File: src/rtl/mem_arbiter.sv
// mem_arbiter: serialises CPU instruction-fetch and data load/store requests
// onto the single port of a unified memory. Each access returns either the
// read word or a write acknowledge. Out-of-range addresses are answered with
// an error pulse and never reach the memory array.
module mem_arbiter #(
  parameter int WORD_SIZE = 16,
  parameter int MEM_DEPTH = 16
) (
  input  logic                 CLK,
  input  logic                 RST_N,
  // instruction-fetch port
  input  logic                 I_REQ,
  input  logic [WORD_SIZE-1:0] I_ADDR,
  output logic [WORD_SIZE-1:0] I_RDATA,
  output logic                 I_VALID,
  // data load/store port
  input  logic                 D_REQ,
  input  logic                 D_WE,
  input  logic [WORD_SIZE-1:0] D_ADDR,
  input  logic [WORD_SIZE-1:0] D_WDATA,
  output logic [WORD_SIZE-1:0] D_RDATA,
  output logic                 D_VALID,
  output logic                 ERR,
  // memory port
  output logic                 MEM_ON,
  output logic                 MEM_W,
  output logic [WORD_SIZE-1:0] MEM_ADDR,
  output logic [WORD_SIZE-1:0] MEM_DIN,
  input  logic [WORD_SIZE-1:0] MEM_DOUT
);

  typedef enum logic [1:0] {
    IDLE   = 2'd0,
    ACC_I  = 2'd1,
    ACC_DR = 2'd2,
    ACC_DW = 2'd3
  } state_t;

  localparam logic [WORD_SIZE-1:0] DEPTH_LIM = WORD_SIZE'(MEM_DEPTH);

  state_t state;
  logic   last_d;   // last grant went to the data port

  // A request raised in the same cycle as its own VALID is the tail of the
  // request just completed, not a new one.
  logic i_elig, d_elig, d_wins, i_oor, d_oor;

  assign i_elig = I_REQ && !I_VALID;
  assign d_elig = D_REQ && !D_VALID;
  // Data wins when it is alone, or under contention when fetch had the last turn.
  assign d_wins = d_elig && (!i_elig || !last_d);
  assign i_oor  = (I_ADDR >= DEPTH_LIM);
  assign d_oor  = (D_ADDR >= DEPTH_LIM);

  // Arbitration FSM with all outputs registered.
  always_ff @(posedge CLK) begin
    if (!RST_N) begin
      state    <= IDLE;
      last_d   <= 1'b0;
      I_RDATA  <= '0;
      I_VALID  <= 1'b0;
      D_RDATA  <= '0;
      D_VALID  <= 1'b0;
      ERR      <= 1'b0;
      MEM_ON   <= 1'b0;
      MEM_W    <= 1'b0;
      MEM_ADDR <= '0;
      MEM_DIN  <= '0;
    end else begin
      // completion strobes are single-cycle pulses
      I_VALID <= 1'b0;
      D_VALID <= 1'b0;
      ERR     <= 1'b0;
      case (state)
        IDLE: begin
          if (d_wins) begin
            last_d <= 1'b1;
            if (d_oor) begin
              D_VALID <= 1'b1;
              ERR     <= 1'b1;
              D_RDATA <= '0;
            end else begin
              MEM_ON   <= 1'b1;
              MEM_W    <= D_WE;
              MEM_ADDR <= D_ADDR;
              MEM_DIN  <= D_WE ? D_WDATA : '0;
              state    <= D_WE ? ACC_DW : ACC_DR;
            end
          end else if (i_elig) begin
            last_d <= 1'b0;
            if (i_oor) begin
              I_VALID <= 1'b1;
              ERR     <= 1'b1;
              I_RDATA <= '0;
            end else begin
              MEM_ON   <= 1'b1;
              MEM_W    <= 1'b0;
              MEM_ADDR <= I_ADDR;
              MEM_DIN  <= '0;
              state    <= ACC_I;
            end
          end
        end
        ACC_I: begin
          I_RDATA <= MEM_DOUT;
          I_VALID <= 1'b1;
          MEM_ON  <= 1'b0;
          MEM_W   <= 1'b0;
          MEM_DIN <= '0;
          state   <= IDLE;
        end
        ACC_DR: begin
          D_RDATA <= MEM_DOUT;
          D_VALID <= 1'b1;
          MEM_ON  <= 1'b0;
          MEM_W   <= 1'b0;
          MEM_DIN <= '0;
          state   <= IDLE;
        end
        ACC_DW: begin
          // the memory commits the write on this same edge
          D_VALID <= 1'b1;
          MEM_ON  <= 1'b0;
          MEM_W   <= 1'b0;
          MEM_DIN <= '0;
          state   <= IDLE;
        end
        default: state <= IDLE;
      endcase
    end
  end

endmodule

File: config.mk
export PLATFORM = sky130hd
export DESIGN_NAME = mem_arbiter
export DESIGN_NICKNAME = d
export VERILOG_FILES = /design/src/rtl/mem_arbiter.sv
export SDC_FILE = /design/constraint.sdc
export NUM_CORES = 1
export LEC_CHECK = 0
export ABC_CLOCK_PERIOD_IN_PS = 1600
export CAP_MARGIN = 20
export CORE_MARGIN = 2
export CORE_UTILIZATION = 39
export DETAILED_ROUTE_END_ITERATION = 8
export PLACE_DENSITY = 0.78
export SLEW_MARGIN = 40
export SYNTH_ARGS = -nofsm -noshare
export SYNTH_HDL_FRONTEND = slang
export SYNTH_SLANG_ARGS = --single-unit
File: constraint.sdc
create_clock -name CLK -period 1.6 [get_ports CLK]
set_clock_uncertainty 0.1 [all_clocks]
set_input_delay 0.16 -clock CLK [delete_from_list [all_inputs] [get_ports CLK]]
set_output_delay 0.16 -clock CLK [all_outputs]
set_load 0.1 [all_outputs]
==> results of run 1 <==
cells in the mapped netlist, types with 2 or more instances:
cell | instances | area share (%)
a21o_1 | 4 | 0.92
o21a_1 | 3 | 0.69
and3_1 | 13 | 2.5
or3_1 | 16 | 3.1
o21ai_0 | 13 | 2.0
a211oi_1 | 7 | 1.6
nand4_1 | 17 | 3.3
o211ai_2 | 10 | 3.8
mux2i_1 | 4 | 1.2
buf_2 | 8 | 1.2
clkbuf_1 | 14 | 1.6
buf_6 | 7 | 2.4
inv_1 | 2 | 0.23
buf_1 | 2 | 0.23
nand3_2 | 2 | 0.61
o211ai_1 | 8 | 1.8
a32oi_1 | 16 | 4.3
nand3_1 | 6 | 0.92
o21ai_1 | 10 | 1.5
and2b_1 | 2 | 0.46
nor4_2 | 6 | 2.3
dfxtp_1 | 72 | 44
a21oi_1 | 35 | 5.4
nand2_1 | 38 | 4.4
a211oi_2 | 10 | 3.8
cell usage in the layout (no fill, tap or decap), drive strengths merged:
cell,count
a211oi,17
a21o,4
a21oi,35
a31o,1
a31oi,1
a32oi,16
and2b,2
and3,13
and3b,1
and4,1
buf,108
clkbuf,12
clkdlybuf4s50,67
clkinv,2
clkinvlp,2
dfxtp,72
inv,2
mux2i,4
nand2,38
nand2b,1
nand3,8
nand3b,1
nand4,17
nor2,2
nor2b,1
nor3,3
nor3b,2
nor4,7
o2111ai,1
o211ai,18
o21a,3
o21ai,23
o21bai,1
o22a,1
or2,1
or3,16
through the flow:
stage | instance area (µm²) | worst slack [ps]
2_1_floorplan | 3300 | -156
3_3_place_gp | 5640 | -344
3_5_place_dp | 5640 | -440
4_1_cts | 5870 | 21.2
5_1_grt | 5990 | -33.8
6_report | 5990 | 31.9
registers in the layout, indices dropped and copies added, names as in the netlist, 2 cells and up:
register	flops
I_RDATA	16
MEM_ADDR	16
D_RDATA	16
state	2
MEM_DIN	16
logic make-up (layout without fill, tap and decap cells):
kind of cell	after synthesis	in the layout	share of synthesized area (%)
AND/OR/NAND/NOR	114	114	21.1
flip-flops	72	72	44.1
AO/OA/AOI/OAI	121	121	27.6
multiplexers	4	4	1.22
buffers and inverters	34	193	5.93
per-layer routing:
layer	global-route usage (%)	vias to the layer above	wire length, µm
met4	8.33	0	184
met3	6.40	18	875
li1	-	1621	-
met2	41.1	156	5440
met1	26.6	1619	4190
met5	0	-	0
path summary, 6_finish.rpt:
kind                            slack (ps)           to        from  cells after the start
worst min register to register         410   I_RDATA[1]  I_RDATA[1]                      2
worst max-delay path                    30  MEM_ADDR[3]     I_VALID                      5
worst max register to register          30  MEM_ADDR[3]     I_VALID                      5
worst min-delay path                    70      D_VALID       RST_N                      2
final cells by class:
type                    count  area, µm²  area share (%)
clock inverters             4       25.0           0.418
well taps                 105        131            2.19
clock buffers              11        174            2.90
inverters                   2       7.51           0.125
repair buffers            176       2490            41.5
flip-flops and latches     72       1460            24.3
multi-input cells         239       1710            28.5
power breakdown:
group	switching (mW)	leakage (nW)	internal, mW	total [mW]
logic	0.269	1.54	0.303	0.573
registers	0.00966	0.585	1.80	1.81
clock network	0.713	0.0975	0.738	1.45
total	0.993	2.22	2.84	3.83
timing repair:
item | CTS | global route
resized for setup | 1 | 12
hold buffers | 0 | 0
pin swaps | 1 | 1
endpoints found under the setup margin | 20 | 57
gates cloned | 0 | 1
buffers inserted | 2 | 4
hold endpoints to repair | 0 | 0
critical path, stage by stage, from the launching register on:
cell,delay [ps]
dfxtp_4,360
nand3b_1,280
nand3_4,200
o22a_1,200
buf_12,150
mux2i_1,190
==> summary.txt, run 1 <==
Status
  – Run status: finished clean

Global routing
  – Gr ovfl total: 0
  – Antenna violations before repair: 0
  – Aggregate global-route resource usage: 23.2%
  – First-pass GRT wire length: 16500 µm
  – Vias in the first global route: 3429
  – Largest net degree at the start of global routing: 45

CTS
  – Clk Latency, worst-skew pair: 350 ps
  – Reg clk slew, reported paths: 70 ps
  – CTS max path bufs: 2
  – CTS sink count: 72
  – TritonCTS clock tree: yes
  – # H-tree levels: 3
  – TritonCTS buffer count: 9
  – Clock Root Buffer: clkbuf_8

Routing
  – Initial drt markers: 200
  – WL final: 10700 µm
  – DRT Pass-1 Iters: 5
  – Vias per inst: 5.61
  – Via Count: 3414
  – Antenna Violating Nets Remaining: 0
  – Routed WL per cell: 17.5 µm
  – DRC: 0

Floorplan
  – Starting Density: 40.0%
  – Die height: 95.6 µm
  – Area of the core: 8180 µm²
  – # rows: 33
  – Die Wd: 95.6 µm
  – Die area: 9140 µm²
  – # IOs: 138

STA
  – Final period util: 98.0%
  – Min cycle time layout: 1570 ps
  – Max_slew headroom: 79.3%
  – Hold WS: 74.3 ps
  – Unrepaired setup endpoints after global routing: true
  – Setup TNS Final: 0 ps
  – Setup-failing EPs final: 0
  – Max-slew violation count: 0
  – Measured slew at the worst slew-check pin: 310 ps
  – Max Clk Rate: 0.638 GHz
  – Final Hold Viols: 0

Synth
  – Seq cells post-synth: 72
  – Mapped Nets: 414
  – Post-synthesis sequential area ratio: 44.1%
  – Cell Area, Synth: 3270 µm²
  – Mapped Avg Cell Area: 9.48 µm²
  – Synth cell types: 45
  – Mapped Cells: 345
  – Yosys warns: 0
  – EDFF count, synth: 0
  – Ys async rst share: 0%
  – Main synth FF type: dfxtp_1

Placed design
  – DP Wirelength: 7600 µm
  – GPL Wtd Cong: 0.841
  – IO Port Bufs: 137
  – Dpl cells: 587

Final layout
  – Fill cell count: 569
  – Non-filler instance count after layout: 609
  – ANT cells: 0
  – Area growth from synthesis to layout: 83.1%
  – Fin nets: 569
  – Post-layout util: 73.3%
  – Layout cells sized above 1: 34.1%

Critical path
  – Worst-path fanout max: 16
  – Critical path class: flop to flop
  – Critical Path AT: 1750 ps
  – CP startpoint kind: flop
  – CP required: 1780 ps
  – Crit path capture type: flop

Power
  – VDD IR max: 0.460 mV
  – Leak Pwr: 2.22 nW
  – Tot Pwr: 3.83 mW
  – PwrDens: 639 nW/µm²

Hold path
  – Hold/Removal Path Class: input port to flop

Run
  – Max Cap Viol: 0
(Power assumes the default switching activity.)
==> run 2, diff against run 1 <==
Settings changed: CAP_MARGIN 20 to 10, CTS_CLUSTER_DIAMETER set to 40, SETUP_SLACK_MARGIN set to 0.02.
==> run 2 against run 1 <==
Compared with the run above: count of clock-buffer cells in the layout up 2; clock power is 24% higher; global-route usage decreased by 1.2 points; register-to-register slack worse by 20 ps.
==> summary.txt, run 2 (synthesis gave the netlist of run 1 again) <==
Power
  – VDD IR max: 0.491 mV (was 0.460 mV)
  – Tot Pwr: 4.15 mW (was 3.83 mW)
  – PwrDens: 688 nW/µm² (was 639 nW/µm²)
  – Leak Pwr: 2.31 nW (was 2.22 nW)

STA
  – Min cycle time layout: 1590 ps (was 1570 ps)
  – Setup-failing EPs final: 0 (unchanged)
  – Max-slew violation count: 0 (unchanged)
  – Max_slew headroom: 80.4% (was 79.3%)
  – Final Hold Viols: 0 (unchanged)
  – Unrepaired setup endpoints after global routing: true (unchanged)
  – PnR worst setup slack: 7.25 ps (was 31.9 ps)
  – Hold WS: 101 ps (was 74.3 ps)
  – Final period util: 99.5% (was 98.0%)
  – Measured slew at the worst slew-check pin: 293 ps (was 310 ps)
  – Max Clk Rate: 0.628 GHz (was 0.638 GHz)

Routing
  – Metal3 WL: 761 µm (was 875 µm)
  – Max layer used: met4 (unchanged)
  – Via Count: 3365 (was 3414)
  – Initial drt markers: 148 (was 200)
  – DRT Pass-1 Iters: 4 (was 5)
  – WL final: 10200 µm (was 10700 µm)
  – Routed WL per cell: 16.6 µm (was 17.5 µm)
  – Met2 WL post-DR: 5050 µm (was 5440 µm)
  – Vias per inst: 5.50 (was 5.61)
  – DRC: 0 (unchanged)
  – Antenna Violating Nets Remaining: 0 (unchanged)
  – Metal1 wirelength: 4210 µm (was 4190 µm)

CTS
  – Hold-fix buffers, CTS: 0 (unchanged)
  – Reg clk slew, reported paths: 80 ps (was 70 ps)
  – # H-tree levels: 3 (unchanged)
  – CTS sink count: 72 (unchanged)
  – TritonCTS buffer count: 9 (unchanged)
  – TritonCTS clock tree: yes (unchanged)
  – Clock Root Buffer: clkbuf_8 (unchanged)
  – Clk Latency, worst-skew pair: 340 ps (was 350 ps)
  – CTS max path bufs: 2 (unchanged)

Hold path
  – Hold path cells: 2 (unchanged)
  – Hold/Removal Path Class: input port to flop (unchanged)
  – Hold EP: last_d (was D_VALID)
  – Hold path start: RST_N (unchanged)

Critical path
  – FF-to-FF Start: I_VALID (unchanged)
  – Critical path class: flop to flop (unchanged)
  – CP startpoint kind: flop (unchanged)
  – Slowest library cell on the worst path: dfxtp_4 (unchanged)
  – Crit-path cells: nand3b_1, nand3_2, buf_6, or3_1, o211ai_1 (was nand3b_1, nand3_4, o22a_1, buf_12, mux2i_1)
  – Worst reg2reg path depth: 5 (unchanged)
  – FF-to-FF setup slack: 7 ps (was 30 ps)
  – RR Endpoint: MEM_DIN[1] (was MEM_ADDR[3])
  – CP required: 1770 ps (was 1780 ps)
  – Worst-path fanout max: 16 (unchanged)
  – Critical Path AT: 1760 ps (was 1750 ps)
  – Crit path capture type: flop (unchanged)
  – CP max stage delay: 370 ps (was 360 ps)

Placed design
  – Cell Area, Placed: 5620 µm² (was 5640 µm²)
  – DP Wirelength: 7530 µm (was 7600 µm)
  – GPL Wtd Cong: 0.768 (was 0.841)
  – Setup WS pre-CTS: -400 ps (was -440 ps)
  – IO Port Bufs: 137 (unchanged)

Final layout
  – Fin nets: 571 (was 569)
  – Most common cell after layout, fill and taps aside: buf_12 (unchanged)
  – ANT cells: 0 (unchanged)
  – Area growth from synthesis to layout: 84.3% (was 83.1%)
  – Layout cells sized above 1: 35.3% (was 34.1%)
  – Leading cell types in the layout, fill and taps excluded: buf_12, dfxtp_1, clkdlybuf4s50_1, nand2_1, a21oi_1 (was buf_12, clkdlybuf4s50_1, dfxtp_1, nand2_1, a21oi_1)
  – Fill cell count: 552 (was 569)
  – Design Area, Final: 6030 µm² (was 5990 µm²)

Floorplan
  – Die area: 9140 µm² (unchanged)
  – Starting Density: 40.0% (unchanged)
  – # rows: 33 (unchanged)
  – # IOs: 138 (unchanged)
  – Die height: 95.6 µm (unchanged)
  – Die Wd: 95.6 µm (unchanged)
  – Area of the core: 8180 µm² (unchanged)

Global routing
  – Vias in the first global route: 3302 (was 3429)
  – Largest net degree at the start of global routing: 35 (was 45)
  – First-pass GRT wire length: 15900 µm (was 16500 µm)
  – Gr ovfl total: 0 (unchanged)
  – Aggregate global-route resource usage: 22.0% (was 23.2%)
  – Antenna violations before repair: 0 (unchanged)

Run
  – Max Cap Viol: 0 (unchanged)

Status
  – Run status: finished clean (unchanged)
==> run 2: changes by cell type in the layout (fill, tap and decap cells not counted), moves of 3 or more <==
cell,previous run,this run
o21ai_1,10,13
dlymetal6s2s_1,0,7
o21ai_0,13,10
clkdlybuf4s50_1,67,60
buf_4,27,33
a211oi_1,7,4
buf_12,78,75
a211oi_2,10,13
==> run 2: cell type report <==
type	count	area [µm²]	area share, %
clock buffer	13	191	3.17
sequential	72	1460	24.2
multi-input combinational	239	1710	28.3
tap	105	131	2.18
inverter	2	7.51	0.125
clock inverter	3	67.6	1.12
timing repair buffer	178	2460	40.9
==> run 2: metal layers <==
| metal | vias to the layer above | GRT usage [%] |
|---|---|---|
| met4 | 0 | 6.55 |
| met3 | 16 | 5.30 |
| met2 | 128 | 38.1 |
| met1 | 1598 | 26.9 |
| li1 | 1623 | - |
| met5 | - | 0 |
==> run 2: worst max-delay path by stage <==
stage,to,startpoint,cells after the start
5_1_grt,MEM_DIN[1],I_VALID,5
6_report,MEM_DIN[1],I_VALID,5
3_5_place_dp,D_RDATA[8],D_REQ,5
3_3_place_gp,D_RDATA[10],D_REQ,5
2_1_floorplan,MEM_ADDR[10],I_VALID,5
4_1_cts,MEM_ADDR[12],I_ADDR[12],6
==> run 2: per-stage QoR <==
step                      setup TNS [ps]  util [%]  std cells
after floorplan                    -3400         -        345
after global placement            -17680      68.7        589
after detailed placement          -21640      68.7        589
after CTS                              0      72.4        607
after global routing               -1170      73.8        612
final                                  0      73.8        612
==> run 2: where the power goes <==
part	total [mW]	switching, mW	leakage [nW]	internal (mW)
Sequential	1.80	0.00841	0.586	1.80
Combinational	0.544	0.260	1.60	0.284
Clock	1.80	0.685	0.126	1.11
==> run 2: critical path: cells and delay by family (launching register included) <==
family | cells | cell delay (ps)
AOI/OAI and AO/OA | 1 | 100
buffers and inverters | 1 | 180
DFF | 1 | 370
and+or+nand+nor | 3 | 760
==> run 2: what timing repair did <==
action,CTS,global route
resized for setup,2,22
setup buffers,2,5
pin swaps,1,7
hold endpoints to repair,0,0
endpoints found under the setup margin,39,52
==> run 3, diff against run 2 <==
Settings changed: ABC_CLOCK_PERIOD_IN_PS 1600 to unset.
==> results of run 3 <==
No change in the layout: final DEF, timing and power equal those of run 2.
